## src/rtl/ex_stage_md.sv

```systemverilog
// ---------------------------------------------------------------------------
// alu: single-cycle integer ALU used by the execute stage for non-M operations.
//   i_ctrl : op code  0 ADD, 1 SUB, 2 SLL, 3 SLT, 4 SLTU, 5 XOR, 6 SRL,
//                     7 SRA, 8 OR, 9 AND, 10 pass B; anything else yields 0
//   i_a    : operand A
//   i_b    : operand B (low log2(BIT_W) bits are the shift amount)
//   o_res  : result
// ---------------------------------------------------------------------------
module alu #(
   parameter int unsigned BIT_W = 32
) (
   input  logic [3:0]       i_ctrl,
   input  logic [BIT_W-1:0] i_a,
   input  logic [BIT_W-1:0] i_b,
   output logic [BIT_W-1:0] o_res
);

   localparam int unsigned SH_W = $clog2(BIT_W);

   logic [SH_W-1:0] w_sh;

   assign w_sh = i_b[SH_W-1:0];

   // Operation select
   always_comb begin
      o_res = '0;
      case (i_ctrl)
         4'd0:    o_res = i_a + i_b;
         4'd1:    o_res = i_a - i_b;
         4'd2:    o_res = i_a << w_sh;
         4'd3:    o_res = BIT_W'($signed(i_a) < $signed(i_b));
         4'd4:    o_res = BIT_W'(i_a < i_b);
         4'd5:    o_res = i_a ^ i_b;
         4'd6:    o_res = i_a >> w_sh;
         4'd7:    o_res = BIT_W'($signed(i_a) >>> w_sh);
         4'd8:    o_res = i_a | i_b;
         4'd9:    o_res = i_a & i_b;
         4'd10:   o_res = i_b;
         default: o_res = '0;
      endcase
   end

endmodule

// ---------------------------------------------------------------------------
// ex_stage_md: execute stage with an iterative RV32M multiply/divide unit,
// full B-type branch resolution and the EX/MEM pipeline register.
//   clk, rst_n                 : clock, asynchronous active-low reset
//   PC_in, rs1/rs2_dat_in, imm : instruction PC, register operands, immediate
//   alusrc_in, aluctrl_in      : ALU operand-B select and op code
//   md_en_in, md_op_in         : M-extension enable and funct3
//   jal_in, jalr_in, branch_in : control-flow type
//   branch_cond_in             : B-type funct3
//   branch_taken_in            : predictor guess
//   stall                      : downstream stall, holds EX/MEM
//   rd_in, memrd/memwr/mem2reg/regwr/compressed_in : passthrough controls
//   forward_A/B_flag, _dat     : forwarded operand override
//   alu_result, mem_wdata, PC_step, rd_out, memrd/memwr/mem2reg/regwr/jump_out
//                              : EX/MEM registered outputs
//   md_busy                    : comb, upstream holds PC and ID/EX while high
//   jump_noblock               : comb, jal | jalr
//   PC_result_noblock          : comb, ALU output
//   prediction_incorrect       : comb, resolved taken ^ predicted
//   feedback_valid             : comb, branch_in & !stall & !md_busy
// ---------------------------------------------------------------------------
module ex_stage_md #(
   parameter int unsigned BIT_W = 32,
   parameter int unsigned CNT_W = 6
) (
   input  logic             clk,
   input  logic             rst_n,
   input  logic [BIT_W-1:0] PC_in,
   input  logic [BIT_W-1:0] rs1_dat_in,
   input  logic [BIT_W-1:0] rs2_dat_in,
   input  logic [BIT_W-1:0] imm,
   input  logic             alusrc_in,
   input  logic [3:0]       aluctrl_in,
   input  logic             md_en_in,
   input  logic [2:0]       md_op_in,
   input  logic             jal_in,
   input  logic             jalr_in,
   input  logic             branch_in,
   input  logic [2:0]       branch_cond_in,
   input  logic             branch_taken_in,
   input  logic             stall,
   input  logic [4:0]       rd_in,
   input  logic             memrd_in,
   input  logic             memwr_in,
   input  logic             mem2reg_in,
   input  logic             regwr_in,
   input  logic             compressed_in,
   input  logic             forward_A_flag,
   input  logic             forward_B_flag,
   input  logic [BIT_W-1:0] forward_A_dat,
   input  logic [BIT_W-1:0] forward_B_dat,
   output logic [BIT_W-1:0] alu_result,
   output logic [BIT_W-1:0] mem_wdata,
   output logic [BIT_W-1:0] PC_step,
   output logic [4:0]       rd_out,
   output logic             memrd_out,
   output logic             memwr_out,
   output logic             mem2reg_out,
   output logic             regwr_out,
   output logic             jump_out,
   output logic             md_busy,
   output logic             jump_noblock,
   output logic [BIT_W-1:0] PC_result_noblock,
   output logic             prediction_incorrect,
   output logic             feedback_valid
);

   localparam int unsigned W  = BIT_W;
   localparam int unsigned W2 = 2 * BIT_W;
   localparam logic [BIT_W-1:0] MOST_NEG = {1'b1, {(BIT_W-1){1'b0}}};

   typedef enum logic [1:0] {
      S_IDLE = 2'd0,
      S_RUN  = 2'd1,
      S_DONE = 2'd2
   } state_t;

   state_t            r_state;
   state_t            w_state_nxt;

   logic [W-1:0]      w_fa;
   logic [W-1:0]      w_fb;
   logic [W-1:0]      w_alu_a;
   logic [W-1:0]      w_alu_b;
   logic [W-1:0]      w_alu_out;
   logic              w_taken;

   // M-unit operand preparation
   logic              w_a_signed;
   logic              w_b_signed;
   logic              w_is_div;
   logic              w_sa;
   logic              w_sb;
   logic [W-1:0]      w_mag_a;
   logic [W-1:0]      w_mag_b;
   logic              w_div0;
   logic              w_ovf;
   logic              w_special;
   logic [W2-1:0]     w_acc_init;

   // M-unit state
   logic [2:0]        r_op;
   logic              r_sa;
   logic              r_sb;
   logic              r_special;
   logic [W-1:0]      r_mag_a;
   logic [W-1:0]      r_mag_b;
   logic [W2-1:0]     r_acc;
   logic [CNT_W-1:0]  r_cnt;

   // Iteration step and result
   logic [W:0]        w_sum;
   logic [W2-1:0]     w_mul_nxt;
   logic [W:0]        w_rem_sh;
   logic [W:0]        w_diff;
   logic              w_ge;
   logic [W2-1:0]     w_div_nxt;
   logic [W2-1:0]     w_prod;
   logic [W-1:0]      w_quo;
   logic [W-1:0]      w_rem;
   logic              w_neg_q;
   logic              w_neg_r;
   logic [W-1:0]      w_md_result;

   logic              w_accept;
   logic              w_step;
   logic              w_md_busy;

   // EX/MEM register
   logic [W-1:0]      r_alu_result;
   logic [W-1:0]      r_mem_wdata;
   logic [W-1:0]      r_pc_step;
   logic [4:0]        r_rd;
   logic              r_memrd;
   logic              r_memwr;
   logic              r_mem2reg;
   logic              r_regwr;
   logic              r_jump;

   // Operand forwarding and ALU operand selection
   assign w_fa    = forward_A_flag ? forward_A_dat : rs1_dat_in;
   assign w_fb    = forward_B_flag ? forward_B_dat : rs2_dat_in;
   assign w_alu_a = (jal_in | branch_in) ? PC_in : w_fa;
   assign w_alu_b = alusrc_in ? imm : w_fb;

   alu #(.BIT_W(BIT_W)) u_alu (
      .i_ctrl (aluctrl_in),
      .i_a    (w_alu_a),
      .i_b    (w_alu_b),
      .o_res  (w_alu_out)
   );

   // Branch condition resolution
   always_comb begin
      w_taken = 1'b0;
      case (branch_cond_in)
         3'd0:    w_taken = (w_fa == w_fb);
         3'd1:    w_taken = (w_fa != w_fb);
         3'd4:    w_taken = ($signed(w_fa) <  $signed(w_fb));
         3'd5:    w_taken = ($signed(w_fa) >= $signed(w_fb));
         3'd6:    w_taken = (w_fa <  w_fb);
         3'd7:    w_taken = (w_fa >= w_fb);
         default: w_taken = 1'b0;
      endcase
   end

   // Operand signedness by funct3: MULH/MULHSU/DIV/REM treat A as signed,
   // MULH/DIV/REM treat B as signed. MUL low half is sign-agnostic.
   assign w_a_signed = (md_op_in == 3'd1) || (md_op_in == 3'd2) ||
                       (md_op_in == 3'd4) || (md_op_in == 3'd6);
   assign w_b_signed = (md_op_in == 3'd1) || (md_op_in == 3'd4) ||
                       (md_op_in == 3'd6);
   assign w_is_div   = md_op_in[2];
   assign w_sa       = w_a_signed & w_fa[W-1];
   assign w_sb       = w_b_signed & w_fb[W-1];
   assign w_mag_a    = w_sa ? -w_fa : w_fa;
   assign w_mag_b    = w_sb ? -w_fb : w_fb;
   assign w_div0     = w_is_div & (w_fb == '0);
   assign w_ovf      = w_is_div & ~md_op_in[0] & (w_fa == MOST_NEG) & (w_fb == '1);
   assign w_special  = w_div0 | w_ovf;

   // Special cases preload the final quotient/remainder so DONE reads them
   // unmodified; normal divides start from the dividend magnitude, multiplies
   // from the multiplier magnitude in the low half.
   always_comb begin
      if (w_div0) begin
         w_acc_init = {w_fa, {W{1'b1}}};
      end else if (w_ovf) begin
         w_acc_init = {{W{1'b0}}, w_fa};
      end else if (w_is_div) begin
         w_acc_init = {{W{1'b0}}, w_mag_a};
      end else begin
         w_acc_init = {{W{1'b0}}, w_mag_b};
      end
   end

   // Shift-add multiply step: conditionally add multiplicand, shift right
   assign w_sum     = {1'b0, r_acc[W2-1:W]} + (r_acc[0] ? {1'b0, r_mag_a} : {(W+1){1'b0}});
   assign w_mul_nxt = {w_sum, r_acc[W-1:1]};

   // Restoring divide step: shift left, subtract divisor if it fits
   assign w_rem_sh  = r_acc[W2-1:W-1];
   assign w_diff    = w_rem_sh - {1'b0, r_mag_b};
   assign w_ge      = ~w_diff[W];
   assign w_div_nxt = {(w_ge ? w_diff[W-1:0] : w_rem_sh[W-1:0]), r_acc[W-2:0], w_ge};

   // Sign correction of the finished magnitude result
   assign w_prod  = (r_sa ^ r_sb) ? -r_acc : r_acc;
   assign w_quo   = r_acc[W-1:0];
   assign w_rem   = r_acc[W2-1:W];
   assign w_neg_q = ~r_special & (r_sa ^ r_sb);
   assign w_neg_r = ~r_special & r_sa;

   always_comb begin
      w_md_result = '0;
      case (r_op)
         3'd0:                w_md_result = w_prod[W-1:0];
         3'd1, 3'd2, 3'd3:    w_md_result = w_prod[W2-1:W];
         3'd4, 3'd5:          w_md_result = w_neg_q ? -w_quo : w_quo;
         default:             w_md_result = w_neg_r ? -w_rem : w_rem;
      endcase
   end

   // M-unit FSM state register
   always_ff @(posedge clk or negedge rst_n) begin
      if (!rst_n) begin
         r_state <= S_IDLE;
      end else begin
         r_state <= w_state_nxt;
      end
   end

   // M-unit FSM next state and controls
   always_comb begin
      w_state_nxt = r_state;
      w_accept    = 1'b0;
      w_step      = 1'b0;
      w_md_busy   = 1'b0;
      case (r_state)
         S_IDLE: begin
            if (md_en_in && !stall) begin
               w_accept    = 1'b1;
               w_md_busy   = 1'b1;
               w_state_nxt = w_special ? S_DONE : S_RUN;
            end
         end
         S_RUN: begin
            w_step    = 1'b1;
            w_md_busy = 1'b1;
            if (r_cnt == '0) begin
               w_state_nxt = S_DONE;
            end
         end
         S_DONE: begin
            // Upstream advances on the same edge, so IDLE sees the next op
            if (!stall) begin
               w_state_nxt = S_IDLE;
            end
         end
         default: w_state_nxt = S_IDLE;
      endcase
   end

   // M-unit datapath registers
   always_ff @(posedge clk or negedge rst_n) begin
      if (!rst_n) begin
         r_op      <= '0;
         r_sa      <= 1'b0;
         r_sb      <= 1'b0;
         r_special <= 1'b0;
         r_mag_a   <= '0;
         r_mag_b   <= '0;
         r_acc     <= '0;
         r_cnt     <= '0;
      end else if (w_accept) begin
         r_op      <= md_op_in;
         r_sa      <= w_sa;
         r_sb      <= w_sb;
         r_special <= w_special;
         r_mag_a   <= w_mag_a;
         r_mag_b   <= w_mag_b;
         r_acc     <= w_acc_init;
         r_cnt     <= CNT_W'(BIT_W - 1);
      end else if (w_step) begin
         r_acc <= r_op[2] ? w_div_nxt : w_mul_nxt;
         if (r_cnt != '0) begin
            r_cnt <= r_cnt - CNT_W'(1);
         end
      end
   end

   // EX/MEM register: hold on stall, bubble while the M-unit is busy.
   // Data fields keep their old value during a bubble.
   always_ff @(posedge clk or negedge rst_n) begin
      if (!rst_n) begin
         r_alu_result <= '0;
         r_mem_wdata  <= '0;
         r_pc_step    <= '0;
         r_rd         <= '0;
         r_memrd      <= 1'b0;
         r_memwr      <= 1'b0;
         r_mem2reg    <= 1'b0;
         r_regwr      <= 1'b0;
         r_jump       <= 1'b0;
      end else if (!stall) begin
         if (w_md_busy) begin
            r_memrd   <= 1'b0;
            r_memwr   <= 1'b0;
            r_mem2reg <= 1'b0;
            r_regwr   <= 1'b0;
            r_jump    <= 1'b0;
         end else begin
            r_alu_result <= md_en_in ? w_md_result : w_alu_out;
            r_mem_wdata  <= w_fb;
            r_pc_step    <= PC_in + (compressed_in ? W'(2) : W'(4));
            r_rd         <= rd_in;
            r_memrd      <= memrd_in;
            r_memwr      <= memwr_in;
            r_mem2reg    <= mem2reg_in;
            r_regwr      <= regwr_in;
            r_jump       <= jal_in | jalr_in;
         end
      end
   end

   assign alu_result           = r_alu_result;
   assign mem_wdata            = r_mem_wdata;
   assign PC_step              = r_pc_step;
   assign rd_out               = r_rd;
   assign memrd_out            = r_memrd;
   assign memwr_out            = r_memwr;
   assign mem2reg_out          = r_mem2reg;
   assign regwr_out            = r_regwr;
   assign jump_out             = r_jump;
   assign md_busy              = w_md_busy;
   assign jump_noblock         = jal_in | jalr_in;
   assign PC_result_noblock    = w_alu_out;
   assign prediction_incorrect = w_taken ^ branch_taken_in;
   assign feedback_valid       = branch_in & ~stall & ~w_md_busy;

endmodule

```

## config.mk

```make
export PLATFORM = sky130hd
export DESIGN_NAME = ex_stage_md
export DESIGN_NICKNAME = d
export VERILOG_FILES = /design/src/rtl/ex_stage_md.sv
export SDC_FILE = /design/constraint.sdc
export NUM_CORES = 2
export LEC_CHECK = 0
export BUFFER_PORTS_ARGS = -buffer_cell sky130_fd_sc_hd__buf_2
export CAP_MARGIN = 5
export CORE_MARGIN = 2
export CORE_UTILIZATION = 61
export DETAILED_ROUTE_END_ITERATION = 10
export GPL_TIMING_DRIVEN = 0
export PLACE_DENSITY_LB_ADDON = 0.05
export SKIP_CTS_REPAIR_TIMING = 1
export SKIP_LAST_GASP = 1
export SLEW_MARGIN = 20
export SYNTH_ARGS = -nofsm -noshare
export SYNTH_HDL_FRONTEND = slang
export SYNTH_SLANG_ARGS = --single-unit
```

## constraint.sdc

```tcl
create_clock -name clk -period 12.3 [get_ports clk]
set_input_delay 3.075 -clock clk [delete_from_list [all_inputs] [get_ports clk]]
set_output_delay 3.075 -clock clk [all_outputs]
set_load 0.03 [all_outputs]
```

==> results.ini, run 1 <==
[run_status]
status=stopped before the end
outcome.stop_stage=global routing (5_1_grt)
toolErrorMsg=[ERROR GRT-0116] Global routing finished with congestion. Check the congestion regions in the DRC Viewer.

[die]
fp.dieW_um=231.3
placementRows=83
die_height_um=231.3
initial_utilization_pct=61.57
floorplan.io_pins=365

[synthesis]
synth_flop_cell=sky130_fd_sc_hd__dfrtp_1
synth_top_cells_by_area=sky130_fd_sc_hd__dfrtp_1 (20%), sky130_fd_sc_hd__ha_1 (8.3%), sky130_fd_sc_hd__o21ai_0 (7.4%)
share_of_the_yosys_chip_area_belonging_to_registers_pct=19.69
synth.avg_cell_area_um2=7.429
count_of_warnings_emitted_by_yosys=0
synth_cell_types=101
synth.ff_latch_count=248
synth_commonest_cells=sky130_fd_sc_hd__nand2_1 (510), sky130_fd_sc_hd__o21ai_0 (469), sky130_fd_sc_hd__nor2_1 (378)
synthCells=4243
synth-edff-count=0
synth.net_count=4679
synth_most_common_cell=sky130_fd_sc_hd__nand2_1
syn-cell-area_um2=31520
post-synth-top-area-fraction_pct=19.69
ys_async_sr_fraction_pct=100.0
yosys.area.top_type=sky130_fd_sc_hd__dfrtp_1

[place]
place_hpwl_um=137400
gp_congestion=1.267
place_ws_ns=-1.041
detailed_place.area_um2=34300
port_buffers=361

[clock_network]
cts.path.max_buffers=3
ctsHtreeMaxLevel=1
root_buffer=sky130_fd_sc_hd__clkbuf_16
clkSinkCount=248
number_of_cts_inserted_buffers=30

[global_routing]
global_route.usage.total_pct=68.86
wire_length_of_the_first_global_routing_pass_um=271100
global_route.overflow_total=1
grt_start_max_net_pins=92
first_global_vias=40345

## per-layer routing
layer / track usage [%] / overflow
met1: 70.29 / 0
met2: 90.52 / 0
met3: 47.82 / 0
met4: 65.83 / 1
met5: 10.29 / 0
## kinds of logic after synthesis
logic type	synth area share, %
multiplexers	9.820
AO/OA/AOI/OAI	28.68
AND/OR/NAND/NOR	20.06
flip-flops	19.69
adder cells (fa/ha/maj)	8.573
buffers and inverters	6.406
XOR/XNOR	6.779
## stage by stage
| step | instances | utilization (%) |
|---|---|---|
| after floorplan | 4243 | - |
| after global placement | 5284 | 66.76 |
| after detailed placement | 5289 | 66.99 |
| after CTS | 5341 | 68.93 |
==> run 2, diff against run 1 <==
- CORE_UTILIZATION: 61 -> 40
- PLACE_DENSITY_LB_ADDON: 0.05 -> 0.15
==> run 2 against run 1 <==
Effect of this change: the flow now finishes, with violations (negative setup slack); synthesized cell count unchanged; synthesized area unchanged.
==> results.ini, run 2 <==
[run_status]
status=complete, but fails checks
violations=negative setup slack

[finish]
mostFrequentLayoutCell=sky130_fd_sc_hd__nand2_1
largest_register=r_acc
fin_nets=5085
ratio_of_cells_with_drive_above_1_in_the_final_layout_pct=14.78
area_delta_synth_final_pct=14.68
commonest_cells_after_routing_fill_and_taps_aside=sky130_fd_sc_hd__nand2_1 (510), sky130_fd_sc_hd__o21ai_0 (452), sky130_fd_sc_hd__buf_2 (405), sky130_fd_sc_hd__nor2_1 (377), sky130_fd_sc_hd__a21oi_1 (275)
flip_flop_count_of_the_largest_register_after_layout=64

[synthesis]
synth_commonest_cells=sky130_fd_sc_hd__nand2_1 (510), sky130_fd_sc_hd__o21ai_0 (469), sky130_fd_sc_hd__nor2_1 (378)
synthCells=4243  ; unchanged
count_of_warnings_emitted_by_yosys=0  ; unchanged
share_of_the_yosys_chip_area_belonging_to_registers_pct=19.69  ; unchanged
synth_top_cells_by_area=sky130_fd_sc_hd__dfrtp_1 (20%), sky130_fd_sc_hd__ha_1 (8.3%), sky130_fd_sc_hd__o21ai_0 (7.4%)
synth.ff_latch_count=248  ; unchanged
synth_cell_types=101  ; unchanged
synth_most_common_cell=sky130_fd_sc_hd__nand2_1
synth_flop_cell=sky130_fd_sc_hd__dfrtp_1
syn-cell-area_um2=31520  ; unchanged
synth.avg_cell_area_um2=7.429  ; unchanged
post-synth-top-area-fraction_pct=19.69  ; unchanged
synth-edff-count=0  ; unchanged
ys_async_sr_fraction_pct=100.0  ; unchanged
synth.net_count=4679  ; unchanged
yosys.area.top_type=sky130_fd_sc_hd__dfrtp_1

[setup_path]
worst_setup_path_startpoint=forward_B_flag
r2r_end=r_acc[36]
worstPathArrival_ns=9.36
r2r_setup_slack_ns=6.93
timing.critical_path.required_ns=9.22
crit-reg2reg-launch=r_acc[32]
worst_setup_path_end_kind=primary output
critical_path_peak_fanout=11
worst_r2r_path_depth=14
worstSetupStartpointType=primary input
endpoint=PC_result_noblock[22]
timing_worst_setup_path_type=primary input to primary output

[place]
port_buffers=361  ; unchanged
place_ws_ns=-1.237  ; -0.1956 ns
place_hpwl_um=159300  ; +16%
gp_congestion=1.095  ; -14%

[sta]
finalSetupViolCount=3
final.setup_skew_ns=0.04442
setup_ws_final_ns=-0.1318
min_period_over_period_pct=101.1
hold_violations=0
worstMarginPinSlew_ns=1.263
grt_setup_unrepaired=no
period_minus_slack_ns=12.43
finalMaxSlewViolations=0
achievable-frequency_mhz=80.44
slew-limit-headroom_pct=14.89

[drt]
via_count=37897
drt_first_iter_violations=4884
post-route-drc-count=0
post_drt_wl_per_cell_um=34.10
viasPerCell=6.622
totalWireLength_um=195100
drtAntennaViolNets=0
drt_pre_antenna_iters=7

[clock_network]
root_buffer=sky130_fd_sc_hd__clkbuf_16
cts.path.max_buffers=3  ; unchanged
number_of_cts_inserted_buffers=31  ; +3.3%
clock_latency_ns=0.63
clkSinkCount=248  ; unchanged
tritoncts_clock_tree=yes
path_clk_slew_ns=0.06
ctsHtreeMaxLevel=1  ; unchanged

[global_routing]
global_route.overflow_total=0
first_global_vias=35455
antenna_found_initial=18
wire_length_of_the_first_global_routing_pass_um=270100
global_route.usage.total_pct=46.38
grt_start_max_net_pins=95

[die]
placementRows=102  ; +23%
initial_utilization_pct=40.56  ; -21 points
die_height_um=284.7  ; +23%
fp.coreArea_um2=77720
floorplan.io_pins=365  ; unchanged
fp.dieW_um=284.7  ; +23%
die_area_um2=81070

[pwr]
design_power_total_mw=9.212
vdd_ir_drop_max_uv=150.1
power_per_cell_area_nw_per_um2=254.8
power.leakage_nw=15.70

[run]
drv_cap=0

[hold_path]
min-delay-path-class=flip-flop to flip-flop

-- run 2: cells by family (layout without fill, tap and decap cells) --
group | after synthesis | count (layout) | synth area share [%]
AOI/OAI and AO/OA | 1397 | 1397 | 28.68
and+or+nand+nor | 1378 | 1378 | 20.06
buffers and inverters | 496 | 927 | 6.406
muxes | 267 | 267 | 9.820
DFF | 248 | 248 | 19.69
xor gates and xnor gates | 244 | 244 | 6.779
adders and majority gates | 213 | 213 | 8.573
other | 0 | 9 | 0
-- run 2: worst min-delay path by stage --
stage | from | end | slack [ns] | cells past startpoint
2_1_floorplan | r_mag_a[31] | r_mag_a[31] | 0.43 | 2
3_3_place_gp | rd_out[4] | rd_out[4] | 0.46 | 2
3_5_place_dp | rd_out[0] | rd_out[0] | 0.46 | 2
4_1_cts | rd_out[0] | rd_out[0] | 0.47 | 2
5_1_grt | PC_step[29] | PC_step[29] | 0.50 | 2
6_report | rd_out[0] | rd_out[0] | 0.47 | 2
-- run 2: critical path, cell delays in order --
cell	delay, ns
sky130_fd_sc_hd__buf_2	0.26
sky130_fd_sc_hd__buf_4	0.28
sky130_fd_sc_hd__mux2_2	0.39
sky130_fd_sc_hd__mux2i_4	0.43
sky130_fd_sc_hd__inv_1	0.27
sky130_fd_sc_hd__clkbuf_1	0.41
sky130_fd_sc_hd__clkbuf_2	0.39
sky130_fd_sc_hd__clkbuf_2	0.38
sky130_fd_sc_hd__ha_1	0.36
sky130_fd_sc_hd__a211oi_1	0.36
sky130_fd_sc_hd__o21ai_0	0.25
sky130_fd_sc_hd__nand3_1	0.28
sky130_fd_sc_hd__o211ai_1	0.37
sky130_fd_sc_hd__a21bo_2	0.36
sky130_fd_sc_hd__a211oi_1	0.29
sky130_fd_sc_hd__xnor2_1	0.11
sky130_fd_sc_hd__a22oi_1	0.41
sky130_fd_sc_hd__nand3_1	0.36
sky130_fd_sc_hd__buf_2	0.29
-- run 2: routing by layer --
layer / share of wire [%] / up-vias / wire length (um) / global-route usage (%)
met3: 11 / 706 / 21220 / 11.88
met2: 43 / 2607 / 83130 / 70.50
li1: - / 16283 / - / -
met5: 0.071 / - / 139 / 0
met1: 37 / 18283 / 71570 / 55.74
met4: 9.8 / 18 / 19060 / 36.49
-- run 2: area by class of cell --
| cell class | count | area [um^2] |
|---|---|---|
| Fill cell | 8163 | 41570 |
| Multi-Input combinational cell | 3499 | 23460 |
| Inverter | 204 | 765.7 |
| Clock inverter | 21 | 337.8 |
| Sequential cell | 248 | 6206 |
| Antenna cell | 9 | 22.52 |
| Buffer | 291 | 1266 |
| Timing Repair Buffer | 374 | 1953 |
| Tap cell | 1040 | 1301 |
| Clock buffer | 37 | 838.3 |
-- run 2: power breakdown --
part           switching (mW)  total, mW  internal (mW)
registers               0.397       1.60           1.21
clock network           0.422       1.08          0.656
logic                    4.40       6.53           2.13
total                    5.21       9.21           4.00
-- run 2: stage by stage --
| step | cells | util [%] | cell area (um^2) | hold WS (ns) | TNS, ns |
|---|---|---|---|---|---|
| after floorplan | 4243 | - | 31520 | 0.4311 | 0 |
| after global placement | 5644 | 44.56 | 34630 | 0.4566 | -19.29 |
| after detailed placement | 5651 | 44.78 | 34800 | 0.4569 | -16.48 |
| after CTS | 5709 | 46.29 | 35980 | 0.4723 | -17.26 |
| after global routing | 5718 | 46.50 | 36140 | 0.4983 | 0 |
| final | 5723 | 46.51 | 36150 | 0.4721 | -0.2032 |
No activity file was read; power rests on OpenSTA's default activity.
